--- src/rtl/counter_pkg.sv ---
// Shared constants for the up/down counter family: direction and boundary-mode encodings.
package counter_pkg;

  localparam int unsigned DEFAULT_WIDTH = 4;

  localparam logic DIR_UP    = 1'b1;
  localparam logic DIR_DOWN  = 1'b0;

  localparam logic MODE_WRAP = 1'b0;
  localparam logic MODE_SAT  = 1'b1;

endpackage

--- src/rtl/sync_updown_counter_if.sv ---
// Control and status bundle for sync_updown_counter; master drives controls, slave is the counter.
interface sync_updown_counter_if
  import counter_pkg::*;
#(
  parameter int unsigned WIDTH = DEFAULT_WIDTH
);

  logic             en;
  logic             up;
  logic             load;
  logic [WIDTH-1:0] load_val;
  logic [WIDTH-1:0] mod_max;
  logic             sat;
  logic [WIDTH-1:0] q;
  logic             tc;

  modport master (
    output en, up, load, load_val, mod_max, sat,
    input  q, tc
  );

  modport slave (
    input  en, up, load, load_val, mod_max, sat,
    output q, tc
  );

endinterface

--- src/rtl/dff_vec.sv ---
// WIDTH-bit register with asynchronous active-low reset to a fixed value.
module dff_vec #(
  parameter int unsigned      WIDTH       = 1,
  parameter logic [WIDTH-1:0] RESET_VALUE = '0
) (
  input  logic             clk,
  input  logic             rst,
  input  logic [WIDTH-1:0] d,
  output logic [WIDTH-1:0] q
);

  always_ff @(posedge clk or negedge rst) begin
    if (!rst) begin
      q <= RESET_VALUE;
    end else begin
      q <= d;
    end
  end

endmodule

--- src/rtl/sync_updown_counter.sv ---
// Up/down counter with load, programmable modulus and wrap/saturate; registered terminal count.
module sync_updown_counter
  import counter_pkg::*;
#(
  parameter int unsigned WIDTH       = DEFAULT_WIDTH,
  parameter int unsigned RESET_VALUE = 0
) (
  input logic                 clk,
  input logic                 rst,
  sync_updown_counter_if.slave bus
);

  logic [WIDTH-1:0] q_d, q_q;
  logic             tc_d, tc_q;

  always_comb begin
    q_d  = q_q;
    tc_d = 1'b0;
    if (bus.load) begin
      q_d = (bus.load_val > bus.mod_max) ? bus.mod_max : bus.load_val;
    end else if (bus.en) begin
      if (bus.up == DIR_UP) begin
        if (q_q < bus.mod_max) begin
          q_d = q_q + WIDTH'(1);
        end else begin
          q_d  = (bus.sat == MODE_SAT) ? bus.mod_max : '0;
          tc_d = 1'b1;
        end
      end else begin
        if (q_q == '0) begin
          q_d  = (bus.sat == MODE_SAT) ? '0 : bus.mod_max;
          tc_d = 1'b1;
        end else if (q_q > bus.mod_max) begin
          // Modulus was lowered under us: snap back into range without a boundary pulse.
          q_d = bus.mod_max;
        end else begin
          q_d = q_q - WIDTH'(1);
        end
      end
    end
  end

  dff_vec #(
    .WIDTH      (WIDTH),
    .RESET_VALUE(WIDTH'(RESET_VALUE))
  ) u_q_reg (
    .clk(clk),
    .rst(rst),
    .d  (q_d),
    .q  (q_q)
  );

  dff_vec #(
    .WIDTH      (1),
    .RESET_VALUE(1'b0)
  ) u_tc_reg (
    .clk(clk),
    .rst(rst),
    .d  (tc_d),
    .q  (tc_q)
  );

  assign bus.q  = q_q;
  assign bus.tc = tc_q;

endmodule

--- src/flat_wrapper.sv ---
// flat-port wrapper written by rule: the top's interface ports become plain ports
module sync_updown_counter_flat import counter_pkg::*;
#(
  parameter int unsigned WIDTH       = DEFAULT_WIDTH,
  parameter int unsigned RESET_VALUE = 0
)
  (clk, rst, bus_en, bus_up, bus_load, bus_load_val, bus_mod_max, bus_sat, bus_q, bus_tc);
  sync_updown_counter_if #(.WIDTH(WIDTH)) bus_i ();
  input logic clk;
  input logic rst;
  input wire logic [$bits(bus_i.en)-1:0] bus_en;
  input wire logic [$bits(bus_i.up)-1:0] bus_up;
  input wire logic [$bits(bus_i.load)-1:0] bus_load;
  input wire logic [$bits(bus_i.load_val)-1:0] bus_load_val;
  input wire logic [$bits(bus_i.mod_max)-1:0] bus_mod_max;
  input wire logic [$bits(bus_i.sat)-1:0] bus_sat;
  output wire logic [$bits(bus_i.q)-1:0] bus_q;
  output wire logic [$bits(bus_i.tc)-1:0] bus_tc;
  assign bus_i.en = bus_en;
  assign bus_i.up = bus_up;
  assign bus_i.load = bus_load;
  assign bus_i.load_val = bus_load_val;
  assign bus_i.mod_max = bus_mod_max;
  assign bus_i.sat = bus_sat;
  assign bus_q = bus_i.q;
  assign bus_tc = bus_i.tc;
  sync_updown_counter #(.WIDTH(WIDTH), .RESET_VALUE(RESET_VALUE)) u_core (.clk(clk), .rst(rst), .bus(bus_i));
endmodule
--- config.mk ---
export PLATFORM = sky130hd
export DESIGN_NAME = sync_updown_counter_flat
export DESIGN_NICKNAME = d
export VERILOG_FILES = /design/src/rtl/counter_pkg.sv /design/src/rtl/sync_updown_counter_if.sv /design/src/rtl/dff_vec.sv /design/src/rtl/sync_updown_counter.sv /design/src/flat_wrapper.sv
export SDC_FILE = /design/constraint.sdc
export NUM_CORES = 1
export LEC_CHECK = 0
export ABC_AREA = 1
export CELL_PAD_IN_SITES_DETAIL_PLACEMENT = 1
export CELL_PAD_IN_SITES_GLOBAL_PLACEMENT = 2
export CORE_MARGIN = 2
export CORE_UTILIZATION = 27
export CTS_CLUSTER_SIZE = 8
export DETAILED_ROUTE_END_ITERATION = 10
export PLACE_DENSITY = 0.9
export REMOVE_ABC_BUFFERS = 1
export SETUP_SLACK_MARGIN = 0.5
export SLEW_MARGIN = 0
export SYNTH_ARGS = -nofsm -noshare
export SYNTH_HDL_FRONTEND = slang
export SYNTH_SLANG_ARGS = --single-unit
--- constraint.sdc ---
create_clock -name clk -period 2.55 [get_ports clk]
set_clock_uncertainty 0.2 [all_clocks]
set_input_delay 0.51 -clock clk [delete_from_list [all_inputs] [get_ports clk]]
set_output_delay 0.51 -clock clk [all_outputs]
set_load 0.01 [all_outputs]
==> results of run 1 <==
flip-flops by register name, indices dropped and copies added (netlist names):
| register | flops |
|---|---|
| u_core.u_tc_reg.q | 1 |
| u_core.u_q_reg.q | 4 |
per-stage QoR:
stage / instance area, sq um / util (%) / total power [uW] / setup WS (ps) / hold WS [ps]
detailed placement: 1080 / 38.4 / 509 / -68.7 / 462
floorplan: 797 / - / 354 / 576 / 14.4
global placement: 1080 / 38.4 / 496 / -34.9 / 463
global route: 1290 / 46.1 / 779 / 446 / 287
CTS: 1190 / 42.4 / 645 / 503 / 287
finish: 1290 / 46.1 / 712 / 572 / 287
placed cells by master, fill, tap and decap left out, types with 3 or more instances in the layout:
master	n
nand2_1	44
buf_4	22
inv_1	14
nor2_1	10
nand3_1	9
clkdlybuf4s50_1	9
inv_2	8
a21oi_2	6
ha_1	6
dlygate4sd2_1	5
nand3_2	4
ha_4	4
dfrtp_2	4
a21oi_1	3
o211ai_1	3
clkbuf_4	3
clkbuf_2	3
cell type report:
cell class / count / share of cell area (%)
sequential: 5 / 10.1
tap: 31 / 3.00
clock buffer: 4 / 2.03
timing repair buffer: 41 / 26.1
multi-input combinational: 105 / 52.4
inverter: 22 / 6.38
power by group:
group / internal [uW] / switching (uW) / total, uW / leakage, uW
Combinational: 228 / 261 / 489 / 0.000604
Clock: 59.4 / 35.8 / 95.1 / 0.0000150
Sequential: 97.2 / 30.8 / 128 / 0.0000564
Total: 385 / 327 / 712 / 0.000675
cells in the mapped netlist (2+ instances only):
cell type  number
dfrtp_1         5
o21ai_2         2
nand2_1        47
nand4_1         2
nand3_2         3
ha_1           10
a21oi_2         3
a31oi_1         2
xor2_1          2
nor2_1         10
a21oi_1         6
nand3_1        10
o211ai_1        3
inv_1          21
layer usage:
layer	wire, um	vias to the layer above
met1	1240	502
met4	59	0
met5	0	-
li1	-	516
met2	1730	32
met3	144	6
logic make-up (layout without fill, tap and decap cells):
group,count (synthesis),after routing
XOR/XNOR,3,3
buffers and inverters,23,67
AND/OR/NAND/NOR,74,74
flip-flops,5,5
adder cells (fa/ha/maj),10,10
AO/OA/AOI/OAI,18,18
worst max path at each step:
stage,slack [ps],start,to,cells after the start
floorplan,580,bus_mod_max[3],u_core.u_q_reg.q[0]$_DFFE_PN0P_,12
global placement,-30,bus_mod_max[1],u_core.u_q_reg.q[3]$_DFFE_PN0P_,15
detailed placement,-70,bus_mod_max[3],u_core.u_q_reg.q[2]$_DFFE_PN0P_,12
CTS,500,bus_mod_max[3],u_core.u_q_reg.q[2]$_DFFE_PN0P_,12
global route,450,u_core.u_q_reg.q[2]$_DFFE_PN0P_,u_core.u_q_reg.q[3]$_DFFE_PN0P_,13
finish,570,u_core.u_q_reg.q[3]$_DFFE_PN0P_,bus_q[3],1
timing repair:
| action | 4_1_cts | 5_1_grt |
|---|---|---|
| resized for setup | 24 | 17 |
| pin swaps | 10 | 6 |
| setup buffers | 5 | 10 |
| setup endpoints to repair | 7 | 5 |
| endpoints found under the hold margin | 0 | 0 |
==> run metrics, run 1 <==
pwr/cell area 550 nW/um^2; Buf/Inv on CP 1; synth-to-layout area growth 60.1%; Synth Area in Adders 15.5%; Worst-Margin Slew 327 ps; H-tree level count 1; failing checks design-rule violations; async set-reset flop share out of synthesis 100%; antenna violations before repair 0; Die Height 58.7 um; wirelength, routed 3.17 mm; CP endpoint kind output pin; CTS max path bufs 2; GRT busiest layer met2; buffers added on ports 18; main combinational cell family by area after synthesis simple AND/OR/NAND/NOR gates; GR Layer Usage met2 35.6%; Setup TNS 0 ps; grt met3 use 2.86%; Worst-Skew Late Latency 250 ps; final setup vio count 0; Critical Path, Cell by Cell clkdlybuf4s50_1; max-cap violations 0; Crit Path Class reg -> out; crit path launch type flip-flop; Final min period 1980 ps; Yosys Warn Count 0; Seq/Total Area, Yosys 15.5%; footprint of the multi-input gates 678 sq um; syn_area_per_cell 6.08 sq um; DP Wirelength 2.35 mm; GPL Wtd Cong 0.787; leading area contributor after synthesis nand2_1; Final Hold Violating Endpoints 0; GRT overflow 0; vias in the first global route 1071; hold crit path type in -> async; Post-synth EDFFs 0; Worst-path clk slew 50 ps; residual DRC count 1; IO Pins 19; outcome finished, violations left; core area 2810 sq um; Rows 19; die area 3450 sq um; final net count 202; Gate Count Post-Synth 133; Max Slew Vio Count 0; DR vias 1056; critical path's top delay family buffers and inverters; first-pass GRT wire length 4.97 mm; relative slew slack 78.1%; CTS tree built; synthesized area 808 sq um; Starting Density 28.8%; Routed WL per cell 15.2 um; mux cell area share after synthesis 0%; Synth Flop Type dfrtp_1; max incr delay on CP 590 ps; Compound-Gate Fraction of Synth Area 14.7%; capturing point of the worst reg2reg path u_core.u_q_reg.q[3]$_DFFE_PN0P_; slowest CP cell clkdlybuf4s50_1; share of layout cells above drive strength 1 35.0%; Finished Layout Cells 208; largest net degree at the start of global routing 8; Final Cycle Share 77.6%; VDD IR max 0.244 mV; clock sink count 5; cell count after placement 189; FF-to-FF setup slack 570 ps; top post-synthesis cells by area nand2_1 (22%), dfrtp_1 (15%), ha_1 (15%); share of the synthesized area in the top cell type 21.8%; met1 usage in global routing 22.6%; required time worst endpoint 1840 ps; Antenna diodes 0; R2R Path Start u_core.u_q_reg.q[2]$_DFFE_PN0P_; Leak 0.000675 uW; Routed Antenna Nets 0; RSZ-0062 raised after global routing yes; CP arrival 1270 ps; drt pass-1 iters 7; Num CTS Buffers 3; Cell variety after synth 21; post-synthesis xor/xnor area fraction 3.25%; Vias per Instance 5.08; gr usage total 19.3%; # hold bufs at CTS 0; Worst R2R Path Depth 13; Worst Path Max Fanout 5; maximum clock rate 505 MHz; Seq cells post-synth 5; clk root buf clkbuf_4; violation count after the first detailed-route iteration 23; Fill cells 378; die width 58.7 um; Synth Area in Simple Gates 39.5%; register area 130 sq um
Note: power is estimated with default switching activity, not from simulation.
==> inputs of run 2 (changes only) <==
--- a/config.mk
+++ b/config.mk
@@ -9,10 +9,10 @@
 export CELL_PAD_IN_SITES_DETAIL_PLACEMENT = 1
 export CELL_PAD_IN_SITES_GLOBAL_PLACEMENT = 2
 export CORE_MARGIN = 2
-export CORE_UTILIZATION = 27
+export CORE_UTILIZATION = 22
 export CTS_CLUSTER_SIZE = 8
 export DETAILED_ROUTE_END_ITERATION = 10
-export PLACE_DENSITY = 0.9
+export PLACE_DENSITY = 0.8
 export REMOVE_ABC_BUFFERS = 1
 export SETUP_SLACK_MARGIN = 0.5
 export SLEW_MARGIN = 0
==> constraint.sdc (replaced) <==
create_clock -name clk -period 1.7 [get_ports clk]
set_clock_uncertainty 0.2 [all_clocks]
set_input_delay 0.34 -clock clk [delete_from_list [all_inputs] [get_ports clk]]
set_output_delay 0.34 -clock clk [all_outputs]
set_load 0.01 [all_outputs]
==> run 2 against run 1 <==
The run ends with negative setup slack left. Final area increased by 18%. Wire length increased by 7.4%. Highest routed layer unchanged. Sequential share of layout area decreased by 1.8 points. Combinational power increased by 87%. Total power increased by 82%. Non-clock buffer count increased by 13. Clock-buffer cell count unchanged. First-iteration DRC count increased to 3.7 times the previous value. Flip-flop and latch count unchanged. Hold slack got worse by 150 ps. Global-route usage decreased by 2.9 points. Critical endpoint is now u_core.u_q_reg.q[2]$_DFFE_PN0P_.
==> run metrics, run 2 (synthesis gave the netlist of run 1 again) <==
cell count after placement 222 (+17%); failing checks negative setup slack; max reg flops 4 (unchanged); clock sink count 5 (unchanged); Rows 22 (+3); commonest cells after routing, fill and taps aside nand2_1 (40), buf_4 (30), inv_1 (13); Worst Setup SP u_core.u_q_reg.q[2]$_DFFE_PN0P_; largest net degree at the start of global routing 7 (-1); antenna violations before repair 0 (unchanged); wirelength, routed 3.40 mm (+7.4%); maximum clock rate 533 MHz; max-cap violations 0 (unchanged); clk root buf clkbuf_8; Antenna diodes 0 (unchanged); CP arrival 1760 ps (+490 ps); Max Slew Vio Count 0 (unchanged); Worst-Margin Slew 281 ps (-46.4 ps); relative slew slack 81.2% (+3.1 points); die width 64.6 um (+10%); crit path launch type flip-flop; Worst Setup Slack, final -176 ps (-748 ps); required time worst endpoint 1580 ps (-260 ps); Starting Density 22.4% (-6.4 points); Die Height 64.6 um (+10%); Worst-Skew Late Latency 220 ps (-30 ps); Critical Path, Cell by Cell ha_4 > nand2_2 > inv_2 > nand2_2 > nand2_4 > nand2_2 > o211ai_1 > nand2_1 > nand2_1 > o211ai_1; final net count 215 (+6.4%); Final Hold Violating Endpoints 0 (unchanged); max incr delay on CP 430 ps (-160 ps); Routed WL per cell 14.3 um (-6.2%); R2R Path Start u_core.u_q_reg.q[2]$_DFFE_PN0P_; vias in the first global route 1160 (+8.3%); synth-to-layout area growth 88.5%; Num CTS Buffers 3 (unchanged); Final Cycle Share 110%; outcome finished, violations left; Finished Layout Cells 238 (+14%); most flop-heavy register u_core.u_q_reg.q; VDD IR max 0.245 mV (+0.28%); violation count after the first detailed-route iteration 86 (+270%); DP Wirelength 2.47 mm (+5.3%); CTS tree built; Leak 0.000762 uW (+13%); slowest CP cell dfrtp_1; share of layout cells above drive strength 1 44.2% (+9.2 points); pre-CTS WS -735 ps (-666 ps); top flop regs u_core.u_q_reg.q (4), u_core.u_tc_reg.q (1); pwr/cell area 851 nW/um^2 (+55%); final setup vio count 4 (+4); core area 3610 sq um (+29%); critical path's most frequent cell nand2_2; residual DRC count 0 (-1); IO Pins 19 (unchanged); Vias per Instance 4.58 (-9.7%); Worst-path clk slew 40 ps (about the same); GRT overflow 0 (unchanged); Routed Antenna Nets 0 (unchanged); drt pass-1 iters 4 (-3); Crit Path Class reg -> reg; CP endpoint kind flip-flop; first-pass GRT wire length 5.29 mm (+6.5%); GPL Wtd Cong 0.914 (+16%); DR vias 1091 (+3.3%); die area 4180 sq um (+21%); Final min period 1880 ps; buffers added on ports 18 (unchanged); CTS max path bufs 2 (unchanged); hold crit path type in -> async; Worst Path Max Fanout 5 (unchanged); most common cell after layout, fill and taps aside nand2_1; gr usage total 16.5% (-2.9 points); RSZ-0062 raised after global routing yes; H-tree level count 1 (unchanged)
[run 2: layout make-up]
cell class / count / area (sq um)
Timing Repair Buffer: 54 / 459
Fill cell: 459 / 2080
Sequential cell: 5 / 125
Inverter: 22 / 82.6
Tap cell: 48 / 60.1
Clock buffer: 4 / 45.0
Multi-Input combinational cell: 105 / 752
[run 2: critical path, delay by kind of cell (launching register included)]
| kind | cells | cell delay [ps] |
|---|---|---|
| flip-flops | 1 | 430 |
| AND/OR/NAND/NOR | 6 | 470 |
| buffers and inverters | 1 | 80 |
| AO/OA/AOI/OAI | 2 | 260 |
| adder cells (fa/ha/maj) | 1 | 300 |
[run 2: worst paths after layout]
path,to,slack (ps),cells after the start
max,u_core.u_q_reg.q[2]$_DFFE_PN0P_,-180,10
min,u_core.u_q_reg.q[2]$_DFFE_PN0P_,140,1
max reg2reg,u_core.u_q_reg.q[2]$_DFFE_PN0P_,-180,10
min reg2reg,u_core.u_q_reg.q[0]$_DFFE_PN0P_,580,4
max in group asynchronous,u_core.u_tc_reg.q$_DFF_PN0_,980,1
min in group clk,u_core.u_q_reg.q[2]$_DFFE_PN0P_,540,4
[run 2: what timing repair did]
action	in CTS	in global routing
resized for setup	65	10
hold buffers	0	0
endpoints found under the setup margin	10	10
gates cloned	0	0
buffers inserted	7	5
pin swaps	20	8
[run 2: power by group]
group	switching [uW]	internal (uW)	total [uW]
Clock	54.7	161	215
Sequential	27.2	142	169
Combinational	472	441	913
Total	554	743	1300
[run 2: layer usage]
layer	vias to the layer above	global-route usage [%]	part of all wire [%]
met5	-	0	0
met1	515	18.9	41
met4	0	6.12	2.3
li1	540	-	-
met2	30	31.9	53
met3	6	0.694	3.7
[run 2: per-stage QoR]
step	total power [uW]	cell area, sq um	setup TNS [ps]	util, %	hold slack, ps
5_1_grt	1390	1520	-1080	42.3	153
6_report	1300	1520	-648	42.3	139
3_5_place_dp	843	1220	-3450	33.8	375
2_1_floorplan	532	797	-876	-	-156
3_3_place_gp	828	1220	-3280	33.8	369
4_1_cts	1210	1450	-512	40.1	143
==> RTL change (settings of run 1) <==
`DEFAULT_WIDTH`: 4 -> 6.
--- a/src/rtl/counter_pkg.sv
+++ b/src/rtl/counter_pkg.sv
@@ -3,3 +3,3 @@
 
-  localparam int unsigned DEFAULT_WIDTH = 4;
+  localparam int unsigned DEFAULT_WIDTH = 6;
 
Interface: changed (resized bus_load_val, bus_mod_max and bus_q); port bits go from 19 to 25. The function was not compared with the original's and may differ.
==> RTL change against run 1 <==
Count of clock-buffer cells in the layout unchanged; final area is 68% higher; sequential cell count up 2; setup slack worse by 0.056 ns; wire length grew 77%; core utilization grew 0.62 points; first-iteration DRC count grew 110%; maximum frequency down 2.8%; total power up 62%; synthesized area grew 59%; critical path type unchanged; critical endpoint is now bus_q[4].
==> RTL change: results (changes against run 1) <==
Clock tree
  • Clock root buffer master: clkbuf_8
  • Clk Latency, worst-skew pair: 0.23 ns (-0.02 ns)
  • CTS H-tree depth: 1 (unchanged)
  • CTS clock-pin slew for the worst setup and hold paths: approximately 0.040 ns

Synth
  • Area contributors post-synth: nand2_1 17%, ha_1 15%, dfrtp_1 14%, nand3_1 9.7%, inv_1 9.3%
  • Ys Warns: 0 (unchanged)
  • Seq/Total Area, Yosys: 13.6% (-1.9 points)
  • Top_reg_cell synth: dfrtp_1
  • Post-synth top cells: 59 x nand2_1, 32 x inv_1, 25 x nand3_1
  • Synth cell types: 25 (+19%)
  • Ys async rst share: 100% (unchanged)
  • Synthesized area per cell: 6.23 sq um (+2.4%)

Layout
  • Final Util: 46.7% (+0.62 points)
  • Ant diodes: 0 (unchanged)
  • Final Non-Filler Cells: 318 (+53%)
  • Share of cells above drive strength 1: 48.9% (+14 points)
  • Largest registers: u_core.u_q_reg.q x6, u_core.u_tc_reg.q x1
  • Nets: 298 (+48%)
  • Fillcell total: 584 (+54%)

Route
  • Initial DRC Count: 49 (+110%)
  • Post-DR vias/cell: 5.07 (-0.15%)
  • # DRC: 0 (-1)
  • DRT Wirelength: 5620 microns (+77%)
  • 1st-pass router iterations: 5 (-2)

Pwr
  • Sw frac: 47.3% (+1.4 points)
  • VDD IR max: 184 uV (-24%)
  • Leakage: 1.05 nW (+56%)

Timing
  • Max-slew headroom: 76.3% (-1.8 points)
  • Hold Slack: 0.345 ns (+0.0578 ns)
  • Crit share post-route: 79.8% (+2.2 points)

Setup path
  • Cells on worst reg2reg path: 11 (-2)
  • Crit path arrival time: 1.32 ns (+0.05 ns)
  • Reg2reg setup slack: 0.55 ns (-0.02 ns)
  • Worst Path Max Fanout: 6 (+1)
  • R2R Path End: u_core.u_q_reg.q[0]
  • Setup crit start: u_core.u_q_reg.q[4]
  • Critical Path End: bus_q[4]
  • Reg2Reg Launch Point: u_core.u_q_reg.q[5]

Global routing
  • GRT Util Overall: 20.9% (+1.6 points)
  • Initial antenna violation count: 0 (unchanged)
  • Largest net degree at the start of global routing: 10 (+2)
  • Vias in the first global route: 1,700 (+59%)
  • First-pass GRT wire length: 8510 microns (+71%)

Place
  • Placed cell area: 1710 sq um (+58%)
  • Placer Congestion: 0.859 (+9.2%)
  • Detailed Place HPWL: 3730 microns (+59%)
  • # port buffers: 24 (+6)
  • Dpl ws: -0.184 ns (-0.115 ns)

Status
  • Status: complete, no violations

Worst hold path
  • Worst Hold Class: in -> async
RTL change: changes by cell type after synthesis, sizes merged, moves of 2 or more:
| cell | change |
|---|---|
| a21oi | +6 |
| a31oi | -2 |
| dfrtp | +2 |
| ha | +5 |
| inv | +10 |
| nand2 | +18 |
| nand3 | +16 |
| nand4 | +4 |
| nor2 | +13 |
| o211ai | -3 |
RTL change: cell families after synthesis:
kind of cell,count (synthesis),synth area share [%]
AND/OR/NAND/NOR,126,48.9
buffers and inverters,35,11.4
AO/OA/AOI/OAI,20,8.84
XOR/XNOR,4,2.72
flip-flops,7,13.6
adder cells (fa/ha/maj),15,14.6
RTL change: power by group through the flow:
stage	clock, mW	sequential [mW]	combinational (mW)
floorplan	0	0.187	0.334
global placement	0	0.183	0.568
detailed placement	0	0.186	0.580
CTS	0.160	0.187	0.714
global route	0.167	0.184	0.890
finish	0.156	0.183	0.818
RTL change: final cells by class:
class	instances	area share, %
clock buffer	4	2.07
sequential	7	8.39
tap	54	3.10
multi-input combinational	167	60.7
inverter	32	6.20
timing repair buffer	54	19.5
RTL change: repair_timing:
item,in CTS,in global routing
cloned,1,1
gates resized for setup,84,44
setup buffers,7,5
setup endpoints to repair,10,8
hold buffers,0,0
pin swaps,25,24
RTL change: layer usage:
metal | GRT usage [%] | part of all wire, % | wire, microns | vias to the layer above
met5 | 0 | 0 | 0 | -
met4 | 3.91 | 2.7 | 152 | 0
met3 | 2.62 | 2.5 | 141 | 11
met2 | 38.9 | 52 | 2950 | 36
met1 | 25.5 | 42 | 2380 | 775
li1 | - | - | - | 790
RTL change: critical path: stages (launching register included):
cell             delay [ns]
dfrtp_2                0.42
buf_6                  0.15
clkdlybuf4s50_1        0.53
